[src/rtl/exe_div_ctrl.sv]
// exe_div_ctrl: multi-cycle radix-2 restoring divide sequencer for RV32M DIV/DIVU/REM/REMU.
// Ports: clk_in/reset_in (async, active-high); start_in, funct3_in, op1_in, op2_in, reg_waddr_in
// launch an operation; flush_in kills it; stall_out holds IF/ID/EX; busy_out is state != IDLE;
// done_out/reg_we_out pulse one cycle with reg_wdata_out/reg_waddr_out.
// Optional feature macro: DIV_EARLY_OUT_EN (finish immediately when |op1| < |op2|).
module exe_div_ctrl #(
   parameter int DATA_WIDTH  = 32,
   parameter int RADDR_WIDTH = 5
) (
   input  logic                   clk_in,
   input  logic                   reset_in,
   input  logic                   start_in,
   input  logic [2:0]             funct3_in,
   input  logic [DATA_WIDTH-1:0]  op1_in,
   input  logic [DATA_WIDTH-1:0]  op2_in,
   input  logic [RADDR_WIDTH-1:0] reg_waddr_in,
   input  logic                   flush_in,
   output logic                   stall_out,
   output logic                   busy_out,
   output logic                   done_out,
   output logic [DATA_WIDTH-1:0]  reg_wdata_out,
   output logic [RADDR_WIDTH-1:0] reg_waddr_out,
   output logic                   reg_we_out
);
   localparam int CW = $clog2(DATA_WIDTH);
   typedef enum logic [1:0] {IDLE, CALC, DONE} state_t;
   state_t                 state_q, state_d;
   logic [CW-1:0]          cnt_q, cnt_d;
   logic [DATA_WIDTH-1:0]  quo_q, quo_d, rem_q, rem_d, div_q, div_d, wdata_q, wdata_d;
   logic [RADDR_WIDTH-1:0] rd_q, rd_d, waddr_q, waddr_d;
   logic                   is_rem_q, is_rem_d, qneg_q, qneg_d, rneg_q, rneg_d, done_q, done_d;
   logic                   accept, s1, s2, early, geq, short_path;
   logic [DATA_WIDTH-1:0]  a1, a2;
   logic [DATA_WIDTH:0]    shifted, diff;
   assign accept = start_in & funct3_in[2] & ~flush_in;
   // funct3[0]=0 selects the signed forms
   assign s1 = ~funct3_in[0] & op1_in[DATA_WIDTH-1];
   assign s2 = ~funct3_in[0] & op2_in[DATA_WIDTH-1];
   assign a1 = s1 ? -op1_in : op1_in;
   assign a2 = s2 ? -op2_in : op2_in;
`ifdef DIV_EARLY_OUT_EN
   assign early = (a2 != '0) && (a1 < a2);
`else
   assign early = 1'b0;
`endif
   // x/0 and early-out skip CALC: quotient preloaded, remainder is |dividend|
   assign short_path = (a2 == '0) | early;
   assign shifted = {rem_q, quo_q[DATA_WIDTH-1]};
   assign diff = shifted - {1'b0, div_q};
   // shifted < 2*div, so the borrow bit is a correct compare result
   assign geq = ~diff[DATA_WIDTH];
   always_comb begin
      state_d  = state_q;
      cnt_d    = cnt_q;
      quo_d    = quo_q;
      rem_d    = rem_q;
      div_d    = div_q;
      rd_d     = rd_q;
      is_rem_d = is_rem_q;
      qneg_d   = qneg_q;
      rneg_d   = rneg_q;
      wdata_d  = wdata_q;
      waddr_d  = waddr_q;
      done_d   = 1'b0;
      if (flush_in)
         state_d = IDLE;
      else
         case (state_q)
            IDLE: if (accept) begin
               state_d  = short_path ? DONE : CALC;
               cnt_d    = CW'(DATA_WIDTH - 1);
               quo_d    = (a2 == '0) ? '1 : early ? '0 : a1;
               rem_d    = short_path ? a1 : '0;
               div_d    = a2;
               rd_d     = reg_waddr_in;
               is_rem_d = funct3_in[1];
               qneg_d   = (s1 ^ s2) & (a2 != '0);
               rneg_d   = s1;
            end
            CALC: begin
               quo_d   = {quo_q[DATA_WIDTH-2:0], geq};
               rem_d   = geq ? diff[DATA_WIDTH-1:0] : shifted[DATA_WIDTH-1:0];
               cnt_d   = cnt_q - 1'b1;
               state_d = (cnt_q == '0) ? DONE : CALC;
            end
            DONE: begin
               done_d  = 1'b1;
               waddr_d = rd_q;
               wdata_d = is_rem_q ? (rneg_q ? -rem_q : rem_q) : (qneg_q ? -quo_q : quo_q);
               state_d = IDLE;
            end
            default: state_d = IDLE;
         endcase
   end
   always_ff @(posedge clk_in or posedge reset_in) begin
      if (reset_in) begin
         state_q  <= IDLE;
         cnt_q    <= '0;
         quo_q    <= '0;
         rem_q    <= '0;
         div_q    <= '0;
         rd_q     <= '0;
         is_rem_q <= 1'b0;
         qneg_q   <= 1'b0;
         rneg_q   <= 1'b0;
         wdata_q  <= '0;
         waddr_q  <= '0;
         done_q   <= 1'b0;
      end else begin
         state_q  <= state_d;
         cnt_q    <= cnt_d;
         quo_q    <= quo_d;
         rem_q    <= rem_d;
         div_q    <= div_d;
         rd_q     <= rd_d;
         is_rem_q <= is_rem_d;
         qneg_q   <= qneg_d;
         rneg_q   <= rneg_d;
         wdata_q  <= wdata_d;
         waddr_q  <= waddr_d;
         done_q   <= done_d;
      end
   end
   assign busy_out      = state_q != IDLE;
   assign stall_out     = ~reset_in & ((state_q == IDLE & accept) | state_q == CALC);
   assign done_out      = done_q;
   assign reg_we_out    = done_q;
   assign reg_wdata_out = wdata_q;
   assign reg_waddr_out = waddr_q;
endmodule

[config.mk]
export PLATFORM = sky130hd
export DESIGN_NAME = exe_div_ctrl
export DESIGN_NICKNAME = d
export VERILOG_FILES = /design/src/rtl/exe_div_ctrl.sv
export SDC_FILE = /design/constraint.sdc
export NUM_CORES = 1
export LEC_CHECK = 0
export CORE_ASPECT_RATIO = 2
export CORE_MARGIN = 2
export CORE_UTILIZATION = 55
export DETAILED_ROUTE_END_ITERATION = 6
export PLACE_DENSITY = 0.88
export SLEW_MARGIN = 20
export SYNTH_ARGS = -nofsm -noshare
export SYNTH_HDL_FRONTEND = slang
export SYNTH_SLANG_ARGS = --single-unit
[constraint.sdc]
create_clock -name clk_in -period 6.2 [get_ports clk_in]
set_input_delay 1.24 -clock clk_in [delete_from_list [all_inputs] [get_ports clk_in]]
set_output_delay 1.24 -clock clk_in [all_outputs]
set_load 0.02 [all_outputs]
======== Word level (Yosys, flattened, before mapping) ========
Cells that the tools add are included.
storage, ports and cells
  register bits ........................... 149
  output and inout bits ................... 41
  word-level logic and storage cells ...... 65
cells by class
  $add $sub $neg .......................... 6
  equal/unequal tests ..................... 4
  multiplexer cells ....................... 21
  bitwise logic cells ..................... 13
  reductions and logical operators ........ 9
operators by type and width
  cell                 count
  $mux 32              10
  $neg 32->32          4
  $pmux 32 s2          2
  $sub 33x32->33       1
  $logic_not 32->1     1
  $reduce_bool 32->1   1
  $pmux 5 s2           1
  $mux 2               4
  $and 1x1->1          7
  $reduce_and 3->1     2
  $logic_not 5->1      1
  $mux 5               1
  $sub 5x1->5 const B  1
  $not 1->1            4
  $pmux 2 s2           1
  $reduce_bool 2->1    2
  $ne 3x3->1 const B   1
  $eq 2x1->1 const B   1
  $eq 2x2->1 const B   1
  $logic_not 2->1      1
  $mux 1               2
  $ne 2x2->1 const B   1
  $reduce_and 2->1     1
  $or 1x1->1           1
  $xor 1x1->1          1

======== Logic depth before layout (Yosys ltp) ========
Gate-level depths: netlist (run 1).
  word-level depth ........................ 8
  mapped depth ............................ 13
  mapped depth without buffers ............ 12

======== Least setup slack after synthesis (run 1) ========
No wires, ideal clock.
  kind .................................... input port to flip-flop
  start point ............................. input op2_in[0]
  end point ............................... register rem_q[10]
  setup time .............................. 0.077 ns
  arrival time ............................ 3.893 ns
  path slack .............................. 2.230 ns
  cell stages on the path ................. 13
  path through ............................ inv_1 > ha_1 > nor4b_4 > a21oi_1 > xor2_1 > a2111oi_0 > nand4_1 > or4_4 > nor4_2 > buf_4 > buf_6 > a22oi_1 > o21ai_1
between the ends
  cells in the longest elaborated chain, start to end .. 6
ends and longest elaborated chain
  item                  RTL line  source
  start, declared       15        input logic [DATA_WIDTH-1:0] op2_in,
  $neg 32->32           40        assign a2 = s2 ? -op2_in : op2_in;
  $mux 32 (*)           40
  $logic_not 32->1 (*)  47        assign short_path = (a2 == '0) | early;
  $mux 32 (*)           73        rem_d = short_path ? a1 : '0;
  $mux 32 (*)           69        IDLE: if (accept) begin
  $pmux 32 s2 (*)       68        case (state_q)
  end signal, assigned  113       rem_q <= rem_d;
  end, declared         29        logic [DATA_WIDTH-1:0] quo_q, quo_d, rem_q, rem_d, div_q, div_d, wdata_q, wdata_d;
Every way passes the cells marked *; elsewhere a longest branch is shown, timed or not. The select of a mux whose other input is x is not followed.
A chain may end at the register's enable or synchronous reset.

======== Final worst setup path (run 1) ========
  start point ............................. input op2_in[6]
  end point ............................... register rem_q[2]
Same word-level chain as after synthesis.

==> flow_results.org, run 1 <==
** Critical path
- In this run the worst setup path terminates at rem_q[2]$_DFFE_PP0P_.
- The endpoint identified for the worst register-to-register timing path is rem_q[1]$_DFFE_PP0P_.
- Cell depth of the worst flop-to-flop path :: 13
- Sort of element at the start of the critical path :: input pin
- Worst EP arrival :: 5410 ps
- Worst reg-to-reg setup slack :: 1910 ps
- Critical path capture point type :: register
- Startpoint of the worst setup timing path :: op2_in[6]
- Data on the critical path is required at its endpoint by 6540 ps.
- Worst Path Max Fanout :: 21
- Origin of the critical flop-to-flop path :: quo_q[31]$_DFFE_PP0P_
- The critical path in this run is classified as input pin to register.

** Synth
- Total of flip-flops plus latches after synthesis :: 149
- Leading area contributor after synthesis :: sky130_fd_sc_hd__dfrtp_1
- Synthesized net count :: 1557
- Mean Syn Cell Area :: 7.972 um^2
- Sequential cell area fraction in the yosys report :: 0.3241
- The number of different library cells used by synthesis comes to 73.
- Among all flip-flop cells after synthesis, the most frequent one is sky130_fd_sc_hd__dfrtp_1.
- Post-synthesis cell count :: 1443
- The synthesized netlist occupies a cell area of 11500 um^2.
- Synth top area share :: 0.3241
- Dominant cells by area after synthesis :: sky130_fd_sc_hd__dfrtp_1, sky130_fd_sc_hd__o21ai_0, sky130_fd_sc_hd__nand2_1
- Number of synthesis warnings :: 0
- Counting flops with a built-in enable in the synthesized netlist gives 0.
- Asr flop ratio synth :: 1.000

** Floorplan
- In this run the standard cell core region covers 20460 um^2.
- The die covers 22160 um^2.
- The die is 106.3 um wide.
- In this run the core area contains 74 standard-cell rows.
- The initial utilization of the core area, before any placement, comes to 0.5622.
- Top-Level Pins :: 117
- Measured along the y axis, the die boundary spans 208.5 um.

** Clocking
- CTS placed an instance of sky130_fd_sc_hd__clkbuf_16 at the clock tree root.
- No sink is reached through more buffers than the 2 on the longest clock path.
- Number of sinks handled by clock tree synthesis :: 149
- Buffers inserted during clock tree synthesis total 17.
- In this run, post-CTS repair resized a total of 0 instances.
- Clock latency on the worst-skew pair, taken at its later pin, is 440 ps.
- Depth of the CTS H-tree :: 4
- Clock-pin slew was measured on the worst setup and hold paths at 60 ps.
- TritonCTS clock tree :: done
- Number of buffers inserted for hold repair after clock tree synthesis :: 0
- Buffers added to address setup during post-CTS repair amount to 0.

** Timing
- Post-layout minimum cycle time :: 5065 ps
- Setup repair after global routing missed its margin :: false
- The number of failing hold endpoints at the final stage is 0.
- Setup TNS :: 0 ps
- Post-Route Skew :: 7.690 ps
- Crit path setup slack, layout :: 1135 ps
- Static timing analysis puts the maximum clock frequency at 197.4 MHz.
- The worst pin sits at a relative slew slack of 0.2480.
- The final max-slew violation count is 0.
- Fin crit share :: 0.8169
- Setup violations remaining at the end of the flow were counted as 0.
- For the pin with the worst max-slew slack, the measured transition is 1124 ps.

** Final layout
- Layout overhead on the synthesized area :: 16.46%
- Total number of nets in the final design :: 1628
- In the final layout, the share of cells above drive strength 1 is 0.05505.
- Excluding fillers, the count of instances in the completed layout stands at 1792.
- 0 antenna diodes ended up in the layout.
- Leaving out fill and tap cells, the most frequent cell in the layout is sky130_fd_sc_hd__nand2_1.
- The top cell types in the final layout, fill and taps aside, are sky130_fd_sc_hd__nand2_1, sky130_fd_sc_hd__o21ai_0, sky130_fd_sc_hd__dfrtp_1, sky130_fd_sc_hd__clkdlybuf4s50_1, sky130_fd_sc_hd__a21oi_1.

** Global route
- The number of antenna violations at the first check in global routing is 0.
- Global-route total usage across every layer :: 0.2976
- The via count of the first global-routing pass is 11200.
- Grt total ovfl :: 0
- The first global-routing pass estimated 53230 um of wire.
- Entering global routing, the biggest net connects 109 pins.

** Outcome
- The run finished with clean final reports.

** Drt
- # DRC :: 0
- Total vias in the final route :: 11200
- In this run the remaining antenna-violating nets after routing total 0.
- In the final routed layout, each cell accounts on average for 17.96 um.
- Using the TritonRoute via totals, the vias-per-cell ratio works out to 6.249.
- First-pass iteration count of the detailed router :: 5
- Wires add up to 32180 um.
- Initial drt markers :: 653

** Worst hold path
- Path class of the lowest-slack min-delay path :: register to register

** Power
- For this design the ratio of total power to cell area is 271.7 nW/um^2.
- Peak supply drop :: 0.1856 mV
- Reported leakage power :: 0.005604 uW

** Placement
- Including well taps, the total number of placed cells is 1761.
- Global placer's final weighted congestion :: 0.9887
- Summed over all nets, the half-perimeter wirelength after detailed placement is 24620 um.
- OpenSTA, run right after detailed placement, puts the worst setup slack at 843.1 ps.
- Number of port buffers :: 116

** Job
- Maximum capacitance violations :: 0
[flip-flops by register name (all words and copies together) (netlist names)]
register and count:
qneg_q 1, reg_waddr_out 5, state_q 2, cnt_q 5, div_q 32, done_out 1
is_rem_q 1, reg_wdata_out 32, rem_q 32, rneg_q 1, quo_q 32, rd_q 5
[critical path: stages]
cell and delay [ps]:
sky130_fd_sc_hd__clkdlybuf4s50_1 540, sky130_fd_sc_hd__nor4_4 510, sky130_fd_sc_hd__nand4_1 570, sky130_fd_sc_hd__nor3_2 500, sky130_fd_sc_hd__a31o_2 200, sky130_fd_sc_hd__a21oi_1 60
sky130_fd_sc_hd__or4_4 600, sky130_fd_sc_hd__nor4_4 550, sky130_fd_sc_hd__buf_4 350, sky130_fd_sc_hd__a22oi_1 120, sky130_fd_sc_hd__o21ai_1 130
[power breakdown]
part	leakage [uW]	switching, uW	internal, uW
clock network	0.000281	400	599
registers	0.00192	172	1110
logic	0.00340	797	561
[layer usage]
metal	wire [um]	share of wire	global-route usage	vias up
met5	0	0	0	-
met4	1920	0.060	0.1924	0
met3	1454	0.045	0.04261	119
met2	17200	0.53	0.5455	440
met1	11610	0.36	0.3085	5302
li1	-	-	-	5338
[through the flow]
step | cell area [um^2] | total power (uW) | utilization | hold slack, ps
2_1_floorplan | 11500 | 2240 | - | 433.1
3_3_place_gp | 12820 | 2581 | 0.6264 | 440.0
3_5_place_dp | 12820 | 2627 | 0.6264 | 455.8
4_1_cts | 13390 | 3624 | 0.6543 | 467.5
5_1_grt | 13400 | 3864 | 0.6547 | 491.1
6_report | 13400 | 3640 | 0.6547 | 466.7
[cell families after synthesis]
logic type               after synthesis  synth area share
multiplexers                          38           0.03404
AO/OA/AOI/OAI                        454            0.2352
AND/OR/NAND/NOR                      488            0.2098
buffers and inverters                135           0.04753
flip-flops                           149            0.3241
XOR/XNOR                             141            0.1074
adder cells (fa/ha/maj)               38           0.04198
[worst min path at each step]
| stage | start | endpoint | slack (ps) | cells after the start |
|---|---|---|---|---|
| detailed placement | rd_q[2]$_DFFE_PP0P_ | reg_waddr_out[2]$_DFFE_PP0P_ | 460 | 2 |
| floorplan | rd_q[0]$_DFFE_PP0P_ | reg_waddr_out[0]$_DFFE_PP0P_ | 430 | 2 |
| global placement | rd_q[4]$_DFFE_PP0P_ | reg_waddr_out[4]$_DFFE_PP0P_ | 440 | 2 |
| CTS | rd_q[2]$_DFFE_PP0P_ | reg_waddr_out[2]$_DFFE_PP0P_ | 470 | 2 |
| global route | reg_wdata_out[4]$_DFFE_PP0P_ | reg_wdata_out[4]$_DFFE_PP0P_ | 490 | 2 |
| finish | rd_q[3]$_DFFE_PP0P_ | reg_waddr_out[3]$_DFFE_PP0P_ | 470 | 2 |
[area by class of cell]
cell class | instances | area, um^2
Timing Repair Buffer | 134 | 1296
Multi-Input combinational cell | 1159 | 7263
Tap cell | 266 | 332.8
Fill cell | 1714 | 7066
Inverter | 53 | 203.9
Sequential cell | 149 | 3729
Clock inverter | 8 | 73.82
Clock buffer | 23 | 498.0
[synthesized netlist by cell type (4+ instances only)]
cell / count
sky130_fd_sc_hd__dfrtp_1: 149
sky130_fd_sc_hd__o31ai_1: 22
sky130_fd_sc_hd__o22ai_1: 5
sky130_fd_sc_hd__nand3_1: 20
sky130_fd_sc_hd__a21o_1: 9
sky130_fd_sc_hd__and2_1: 4
sky130_fd_sc_hd__nand2_1: 185
sky130_fd_sc_hd__inv_1: 52
sky130_fd_sc_hd__nor4_1: 15
sky130_fd_sc_hd__nand3b_1: 6
sky130_fd_sc_hd__nor2_1: 85
sky130_fd_sc_hd__a211oi_1: 7
sky130_fd_sc_hd__a22oi_1: 36
sky130_fd_sc_hd__mux2_2: 9
sky130_fd_sc_hd__a31oi_1: 8
sky130_fd_sc_hd__nand2b_1: 20
sky130_fd_sc_hd__xor2_1: 69
sky130_fd_sc_hd__o21ai_0: 157
sky130_fd_sc_hd__nor2b_1: 9
sky130_fd_sc_hd__o221ai_1: 5
sky130_fd_sc_hd__o21ai_1: 61
sky130_fd_sc_hd__or3_1: 22
sky130_fd_sc_hd__nor3b_1: 6
sky130_fd_sc_hd__clkbuf_1: 68
sky130_fd_sc_hd__o21bai_1: 4
sky130_fd_sc_hd__ha_1: 37
sky130_fd_sc_hd__o41ai_1: 16
sky130_fd_sc_hd__xnor2_1: 72
sky130_fd_sc_hd__and3_1: 13
sky130_fd_sc_hd__nor3_1: 55
sky130_fd_sc_hd__o211ai_1: 7
sky130_fd_sc_hd__o21a_1: 6
sky130_fd_sc_hd__or2_2: 5
sky130_fd_sc_hd__or4_1: 10
sky130_fd_sc_hd__a21oi_1: 86
sky130_fd_sc_hd__and4_1: 5
sky130_fd_sc_hd__nand4_1: 13
sky130_fd_sc_hd__mux2i_1: 29
sky130_fd_sc_hd__buf_1: 6
sky130_fd_sc_hd__buf_6: 4
(Power assumes the default switching activity.)
==> inputs of run 2 (changes only) <==
--- a/config.mk
+++ b/config.mk
@@ -7,7 +7,7 @@
 export LEC_CHECK = 0
 export CORE_ASPECT_RATIO = 2
 export CORE_MARGIN = 2
-export CORE_UTILIZATION = 55
+export CORE_UTILIZATION = 53
 export DETAILED_ROUTE_END_ITERATION = 6
 export PLACE_DENSITY = 0.88
 export SLEW_MARGIN = 20
==> constraint.sdc (replaced) <==
create_clock -name clk_in -period 4.3 [get_ports clk_in]
set_input_delay 0.86 -clock clk_in [delete_from_list [all_inputs] [get_ports clk_in]]
set_output_delay 0.86 -clock clk_in [all_outputs]
set_load 0.02 [all_outputs]
==> run 2 against run 1 <==
  * The flow now finishes with violations (DRC)
  * Critical path depth increased by 3
  * Final area increased by 3.5%
  * Power increased by 48%
  * Register-to-register slack got worse by 1600 ps
  * Sequential share of layout area decreased by 0.93 points
  * Largest cell class unchanged
  * Flip-flop and latch count unchanged
  * Core utilization decreased by 0.69 points
  * Final cell count increased by 3.1%
  * First-iteration DRC count increased by 6.6%
  * Global-route usage increased by 0.052 points
==> flow_results.org, run 2 (same netlist as run 1, synthesis figures left out) <==
** Job
- Maximum capacitance violations :: 0 (unchanged)

** Placement
- The final weighted congestion in routability-driven placement was 0.9935 (+0.49%).
- The post-place instance area came to 13250 um^2 (+3.4%).
- Number of port buffers :: 116 (unchanged)
- Final HPWL DP :: 25830 um (+4.9%)
- The cell count after placement came to 1816 (+3.1%).

** Timing
- The sum of negative setup slack came to 0 ps (unchanged).
- Transition time at the pin with the least slew margin :: 1115 ps (-8.948 ps)
- The final max-slew violation count was 0 (unchanged).
- Worst max-slew margin expressed relative to the limit :: 0.2489 (+0.0008780)
- The number of failing hold endpoints at the final stage was 0 (unchanged).
- Setup repair after global routing missed its margin :: false
- Of the available clock period, the critical path in the final layout requires 0.9348.
- Post-Route Skew :: 7.574 ps (-0.1162 ps)
- Maximum achievable frequency :: 248.8 MHz
- The number of failing setup endpoints in the final timing report was 0 (unchanged).
- The worst path in the final design needs a cycle of 4020 ps, including I/O delays and setup.

** Drt
- Number of routed nets with antenna violations :: 0 (unchanged)
- The total wire length is 33860 um (+5.2%).
- The via count normalized by instance count came to 6.235 (-0.22%).
- The total DRC errors in the routed layout came to 6 (+6).
- First-pass iteration count of the detailed router :: 7 (+2)
- Initial drt markers :: 696 (+6.6%)
- The routed length per instance came to 18.32 um (+2.0%).
- The via total after detailed routing is 11520 (+2.9%).

** Power
- Fraction of power consumed by sequential logic :: 0.344 (-0.008)
- Power share of the combinational group :: 0.376 (+0.003)
- Reported leakage power :: 0.005869 uW (+4.7%)
- The highest ir drop seen on vdd was 0.3309 mV (+78%).
- Net switching power :: 2035 uW (+49%)
- Switching part of the total :: 0.3777 (+0.001755)
- Part of the total power dissipated in the clock network :: 0.280 (+0.005)
- The total internal power came to 3353 uW (+48%).
- P per Cell Area :: 388.8 nW/um^2 (+43%)

** Final layout
- The library cell used most frequently in the layout, excluding fill and tap cells, is sky130_fd_sc_hd__nand2_1.
- Number of antenna cells inserted :: 0 (unchanged)
- Post-Layout Cell Count :: 1848 (+3.1%)
- The share of final-layout standard cells stronger than drive strength 1 is 0.08381 (+0.02876).
- The core utilization of the finished layout is 0.6478 (-0.006924).
- Layout overhead on the synthesized area :: 20.48%
- The final net count is 1677 (+3.0%).
- Final non-filler cell area :: 13860 um^2 (+3.5%)
- Top library cells by usage in the layout, fill and taps aside :: sky130_fd_sc_hd__nand2_1, sky130_fd_sc_hd__o21ai_0, sky130_fd_sc_hd__dfrtp_1, sky130_fd_sc_hd__clkdlybuf4s50_1, sky130_fd_sc_hd__a21oi_1

** Outcome
- Outcome :: finished with violations
- The checks that failed: DRC.

** Clocking
- Clock buffer count from CTS :: 17 (unchanged)
- The count of cells resized by post-cts repair was 0 (unchanged).
- Number of buffers inserted for hold repair after clock tree synthesis :: 0 (unchanged)
- Post-CTS setup buffer count :: 0 (unchanged)
- The clock sink total was 149 (unchanged).
- Clk Tree Root Cell :: sky130_fd_sc_hd__clkbuf_16
- The number of levels the H-tree was split into came to 4 (unchanged).
- The clock-pin transition on the worst setup and hold timing paths came to 60 ps (about the same).
- Longest Clk Path Bufs :: 2 (unchanged)
- TritonCTS clock tree :: done
- Latest clock arrival within the worst-skew pair :: 440 ps (about the same)

** Critical path
- Startpoint of the worst setup timing path :: op2_in[0]
- Critical Path RT :: 4650 ps (-1890 ps)
- The startpoint identified for the worst register-to-register timing path is quo_q[31]$_DFFE_PP0P_.
- Worst Path Max Fanout :: 29 (+38%)
- The signal on the critical path passes through clkdlybuf4s50_1, inv_1, ha_1, nor4b_4, nor4b_1, o211ai_1, a2111oi_0, buf_4, nand4_1, or4_4, nor4_4, buf_12, a22oi_1, o21ai_1.
- Worst-path cell with the longest stage delay :: sky130_fd_sc_hd__or4_4
- Worst EP arrival :: 4370 ps (-1040 ps)
- The worst setup path is launched from an input pin.
- Critical setup path kind :: input pin to register
- Critical path capture point type :: register
- Maximum single-stage delay on the critical path :: 590 ps (about the same)

** Floorplan
- Die width :: 108.2 um (+1.8%)
- Vertical die dimension :: 212.4 um (+1.8%)
- The initial cell density of the core came to 0.5377 (-0.02453).
- Top-Level Pins :: 117 (unchanged)
- The area of the core was 21400 um^2 (+4.6%).
- The row count was 76 (+2.7%).
- The full die area was 22970 um^2 (+3.7%).

** Global route
- The aggregate global-route resource usage was 0.2982 (+0.0005160).
- Wire length of the first global-routing pass :: 53880 um (+1.2%)
- The largest net degree at the start of global routing is 69 (-37%).
- Via count of the first global-routing pass :: 11170 (-0.26%)
- Number of antenna violations at the first check in global routing :: 0 (unchanged)
- Grt total ovfl :: 0 (unchanged)

** Worst hold path
- The tightest min-delay check is of the register to register type.
- Launch point of the worst hold path :: rd_q[2]$_DFFE_PP0P_
[run 2: path summary, 6_finish.rpt]
check	to	slack, ps	cells past startpoint
setup / recovery	rem_q[22]$_DFFE_PP0P_	280	14
hold / removal	reg_waddr_out[2]$_DFFE_PP0P_	470	2
setup reg to reg	rem_q[22]$_DFFE_PP0P_	310	13
hold reg to reg	reg_waddr_out[2]$_DFFE_PP0P_	470	2
max in group asynchronous	reg_wdata_out[9]$_DFFE_PP0P_	2600	4
min in group asynchronous	reg_wdata_out[30]$_DFFE_PP0P_	790	2
[run 2: critical path, delay by kind of cell]
family	cells	cell delay [ps]
buffers and inverters	4	1010
AND/OR/NAND/NOR	5	1500
adder cells (fa/ha/maj)	1	200
AO/OA/AOI/OAI	4	780
[run 2: metal layers]
layer | wire [um] | track usage | up-vias
met2 | 17770 | 0.5457 | 532
met3 | 1760 | 0.03740 | 175
met4 | 2675 | 0.2228 | 0
met5 | 0 | 0 | -
met1 | 11660 | 0.3000 | 5383
li1 | - | - | 5433
[run 2: layout make-up]
type | instances | area [um^2]
sequential | 149 | 3729
clock buffer | 18 | 429.2
fill | 1769 | 7536
clock inverter | 13 | 158.9
tap | 273 | 341.6
inverter | 53 | 202.7
timing repair buffer | 183 | 1739
multi-input combinational | 1159 | 7259
[run 2: metrics by stage]
stage / setup WS (ps) / hold WS, ps / total power (uW)
final: 280.5 / 468.2 / 5389
after global routing: 75.35 / 495.1 / 5676
after CTS: 278.2 / 475.3 / 5355
after detailed placement: -112.7 / 461.1 / 3838
after global placement: -53.54 / 441.4 / 3771
after floorplan: 710.4 / 433.1 / 3230
[run 2: power groups by stage]
stage	Clock [uW]	Sequential [uW]	Combinational, uW
after floorplan	0	1780	1450
after global placement	0	1850	1920
after detailed placement	0	1860	1980
after CTS	1510	1850	2000
after global routing	1570	1880	2220
final	1510	1860	2020
==> inputs of run 3 (changes only) <==
--- a/config.mk
+++ b/config.mk
@@ -10,7 +10,6 @@
 export CORE_UTILIZATION = 53
 export DETAILED_ROUTE_END_ITERATION = 6
 export PLACE_DENSITY = 0.88
-export SLEW_MARGIN = 20
 export SYNTH_ARGS = -nofsm -noshare
 export SYNTH_HDL_FRONTEND = slang
 export SYNTH_SLANG_ARGS = --single-unit
==> run 3 against run 2 <==
  * The flow now finishes without violations
  * Largest power group unchanged
  * Power is 0.78% higher
  * Global-route usage grew 0.38 points
  * Flip-flop and latch count unchanged
  * Maximum frequency is 0.29% lower
  * Critical path depth did not move
  * Final cell count unchanged
  * Sequential power about the same
==> flow_results.org, run 3 (same netlist as run 1, synthesis figures left out) <==
** Critical path
- The stage delay of the slowest cell on the critical path was 600 ps (about the same).
- The required time reported for the critical path endpoint was 4650 ps (about the same).
- The worst setup path is captured at a register.
- The number of logic stages on the critical path including buffering is 14 (unchanged).
- The largest fanout on the critical path is 29 (unchanged).
- Sort of element at the start of the critical path :: input pin
- The count of cells along the worst register-to-register path came to 12 (-1).
- Family of cells with the greatest summed delay on the critical path :: simple AND/OR/NAND/NOR gates
- The signal arrival time at the worst endpoint came to 4380 ps (about the same).
- The slowest stage of the critical path belongs to the cell sky130_fd_sc_hd__or4_4.
- Walking the worst path, the cells encountered are clkdlybuf4s50_1, inv_1, ha_1, nor4b_4, nor4b_1, o211ai_1, a2111oi_0, buf_4, nand4_1, or4_4, nor4_4, buf_12, a22oi_1, o21ai_1.
- The critical path in this run is classified as input pin to register.
- Critical path buffer and inverter count :: 4 (unchanged)

** Final layout
- The final net count came to 1676 (-0.060%).
- Top library cells by usage in the layout, fill and taps aside :: sky130_fd_sc_hd__nand2_1, sky130_fd_sc_hd__o21ai_0, sky130_fd_sc_hd__dfrtp_1, sky130_fd_sc_hd__clkdlybuf4s50_1, sky130_fd_sc_hd__a21oi_1
- The library cell used most frequently in the layout, excluding fill and tap cells, is sky130_fd_sc_hd__nand2_1.
- The core utilization of the finished layout came to 0.6475 (about the same).
- Layout overhead on the synthesized area :: 20.43% (about the same)
- Number of antenna cells inserted :: 0 (unchanged)
- The share of final-layout standard cells stronger than drive strength 1 was 0.08381 (unchanged).

** Clocking
- Latest clock arrival within the worst-skew pair :: 440 ps (about the same)
- Depth of the CTS H-tree :: 4 (unchanged)
- The count of cells resized by post-cts repair is 0 (unchanged).
- Clock buffer count from CTS :: 17 (unchanged)
- Number of buffers inserted for hold repair after clock tree synthesis :: 0 (unchanged)
- The clock tree buffer depth came to 2 (unchanged).
- The root buffer cell chosen for the clock tree is sky130_fd_sc_hd__clkbuf_16.
- The clock sink total is 149 (unchanged).
- TritonCTS built the clock tree.
- Clock transition at the registers of the reported paths :: 60 ps (about the same)
- The count of buffers added by post-CTS timing repair for setup came to 0 (unchanged).

** Global route
- Largest net degree at the start of global routing :: 69 (unchanged)
- Via count of the first global-routing pass :: 11210 (+0.41%)
- The wire length of the first global-routing pass came to 54630 um (+1.4%).
- The total overflow reported by the global router was 0 (unchanged).
- Number of antenna violations at the first check in global routing :: 0 (unchanged)
- Global-route total usage across every layer :: 0.3019 (+0.003775)

** Timing
- Setup repair after global routing missed its margin :: false
- The final critical-path required period came to 4031 ps (+11.52 ps).
- Transition time at the pin with the least slew margin :: 1274 ps (+159.0 ps)
- Setup TNS :: 0 ps (unchanged)
- The maximum frequency from static timing analysis is 248.1 MHz (-0.29%).
- The final max-slew violation count is 0 (unchanged).
- Worst max-slew margin expressed relative to the limit :: 0.1507 (-0.09817)
- The setup skew after layout came to 10.02 ps (+2.445 ps).
- Total count of hold-check failures in the final report :: 0 (unchanged)
- Final setup violation count :: 0 (unchanged)
- The fraction of the cycle the final worst path needs came to 0.9375 (+0.002679).

** Power
- The highest ir drop seen on vdd was 0.2858 mV (-14%).
- The part of the total power dissipated in the clock network was 0.285 (+0.005).
- The part of the power in combinational logic came to 0.374 (-0.002).
- P per Cell Area :: 392.0 nW/um^2 (+0.83%)
- The proportion of total power due to net switching is 0.3805 (+0.002742).
- Fraction of power consumed by sequential logic :: 0.341 (-0.003)
- Reported leakage power :: 0.005868 uW (about the same)
- P_int :: 3365 uW (+0.34%)
- Net switching power :: 2066 uW (+1.5%)

** Floorplan
- The die extent in y came to 212.4 um (unchanged).
- Core region area :: 21400 um^2 (unchanged)
- Top-Level Pins :: 117 (unchanged)
- The initial cell density of the core came to 0.5377 (unchanged).
- The x dimension of the die came to 108.2 um (unchanged).
- The row count was 76 (unchanged).
- The full die area was 22970 um^2 (unchanged).

** Placement
- Number of port buffers :: 116 (unchanged)
- Final HPWL DP :: 25870 um (+0.13%)
- Global placer's final weighted congestion :: 0.9935 (unchanged)

** Drt
- The total iterations of the first detailed-routing run is 6 (-1).
- # DRC :: 0 (-6)
- Vias per Instance :: 6.210 (-0.40%)
- WL per Instance :: 18.39 um (+0.34%)
- The count of routing violations after the opening detailed-route iteration was 778 (+12%).
- Final routed wirelength across all metal layers :: 33980 um (+0.34%)
- The via total after detailed routing was 11480 (-0.40%).
- Number of routed nets with antenna violations :: 0 (unchanged)

** Worst hold path
- The cell depth of the worst min-delay path is 2 (unchanged).
- Path class of the lowest-slack min-delay path :: register to register

** Job
- Maximum capacitance violations :: 0 (unchanged)

** Outcome
- Outcome :: completed
[run 3: cell types whose count changed in the layout (fill, tap and decap cells not counted), sizes merged]
cell | previous run | this run
clkinv | 7 | 6
buf | 67 | 66
clkinvlp | 4 | 3
inv | 52 | 55
[run 3: worst paths after layout]
kind | startpoint | endpoint | slack (ps)
worst min register to register | rd_q[0]$_DFFE_PP0P_ | reg_waddr_out[0]$_DFFE_PP0P_ | 470
max in group asynchronous | reset_in | rem_q[5]$_DFFE_PP0P_ | 2420
worst max-delay path | op2_in[0] | rem_q[26]$_DFFE_PP0P_ | 270
worst max register to register | rem_q[24]$_DFFE_PP0P_ | rem_q[9]$_DFFE_PP0P_ | 310
min in group asynchronous | reset_in | state_q[0]$_DFFE_PP0P_ | 1030
worst min-delay path | rd_q[0]$_DFFE_PP0P_ | reg_waddr_out[0]$_DFFE_PP0P_ | 470
[run 3: routing by layer]
metal | vias up | GRT usage | part of all wire
li1 | 5436 | - | -
met1 | 5368 | 0.3035 | 0.34
met3 | 156 | 0.04445 | 0.052
met4 | 0 | 0.2250 | 0.080
met5 | - | 0 | 0
met2 | 517 | 0.5485 | 0.53
[run 3: layout make-up]
type,instances,area [um^2]
timing repair buffer,182,1719
fill,1774,7542
tap,273,341.6
inverter,53,202.7
sequential,149,3729
clock inverter,14,176.4
multi-input combinational,1159,7256
clock buffer,18,429.2
[run 3: tightest hold or removal path, stage by stage (launching register included)]
cell and delay (ps):
sky130_fd_sc_hd__dfrtp_1 340, sky130_fd_sc_hd__nand2_1 50, sky130_fd_sc_hd__nand2_1 50
[run 3: power by group through the flow]
stage	clock network, uW	logic, uW	registers, uW
final	1550	2030	1850
after global placement	0	1920	1850
after CTS	1540	2010	1840
after detailed placement	0	1980	1860
after global routing	1610	2230	1880
after floorplan	0	1450	1780
[run 3: through the flow]
stage               hold WS [ps]  cell area [um^2]  setup slack, ps  power [uW]  std cells
finish                     472.0             13850            268.9        5431       1848
global route               493.9             13850            81.77        5718       1848
CTS                        475.0             13850            255.4        5387       1848
detailed placement         460.9             13250           -128.7        3837       1816
global placement           441.4             13250           -53.54        3771       1816
floorplan                  433.1             11510            710.4        3230       1443
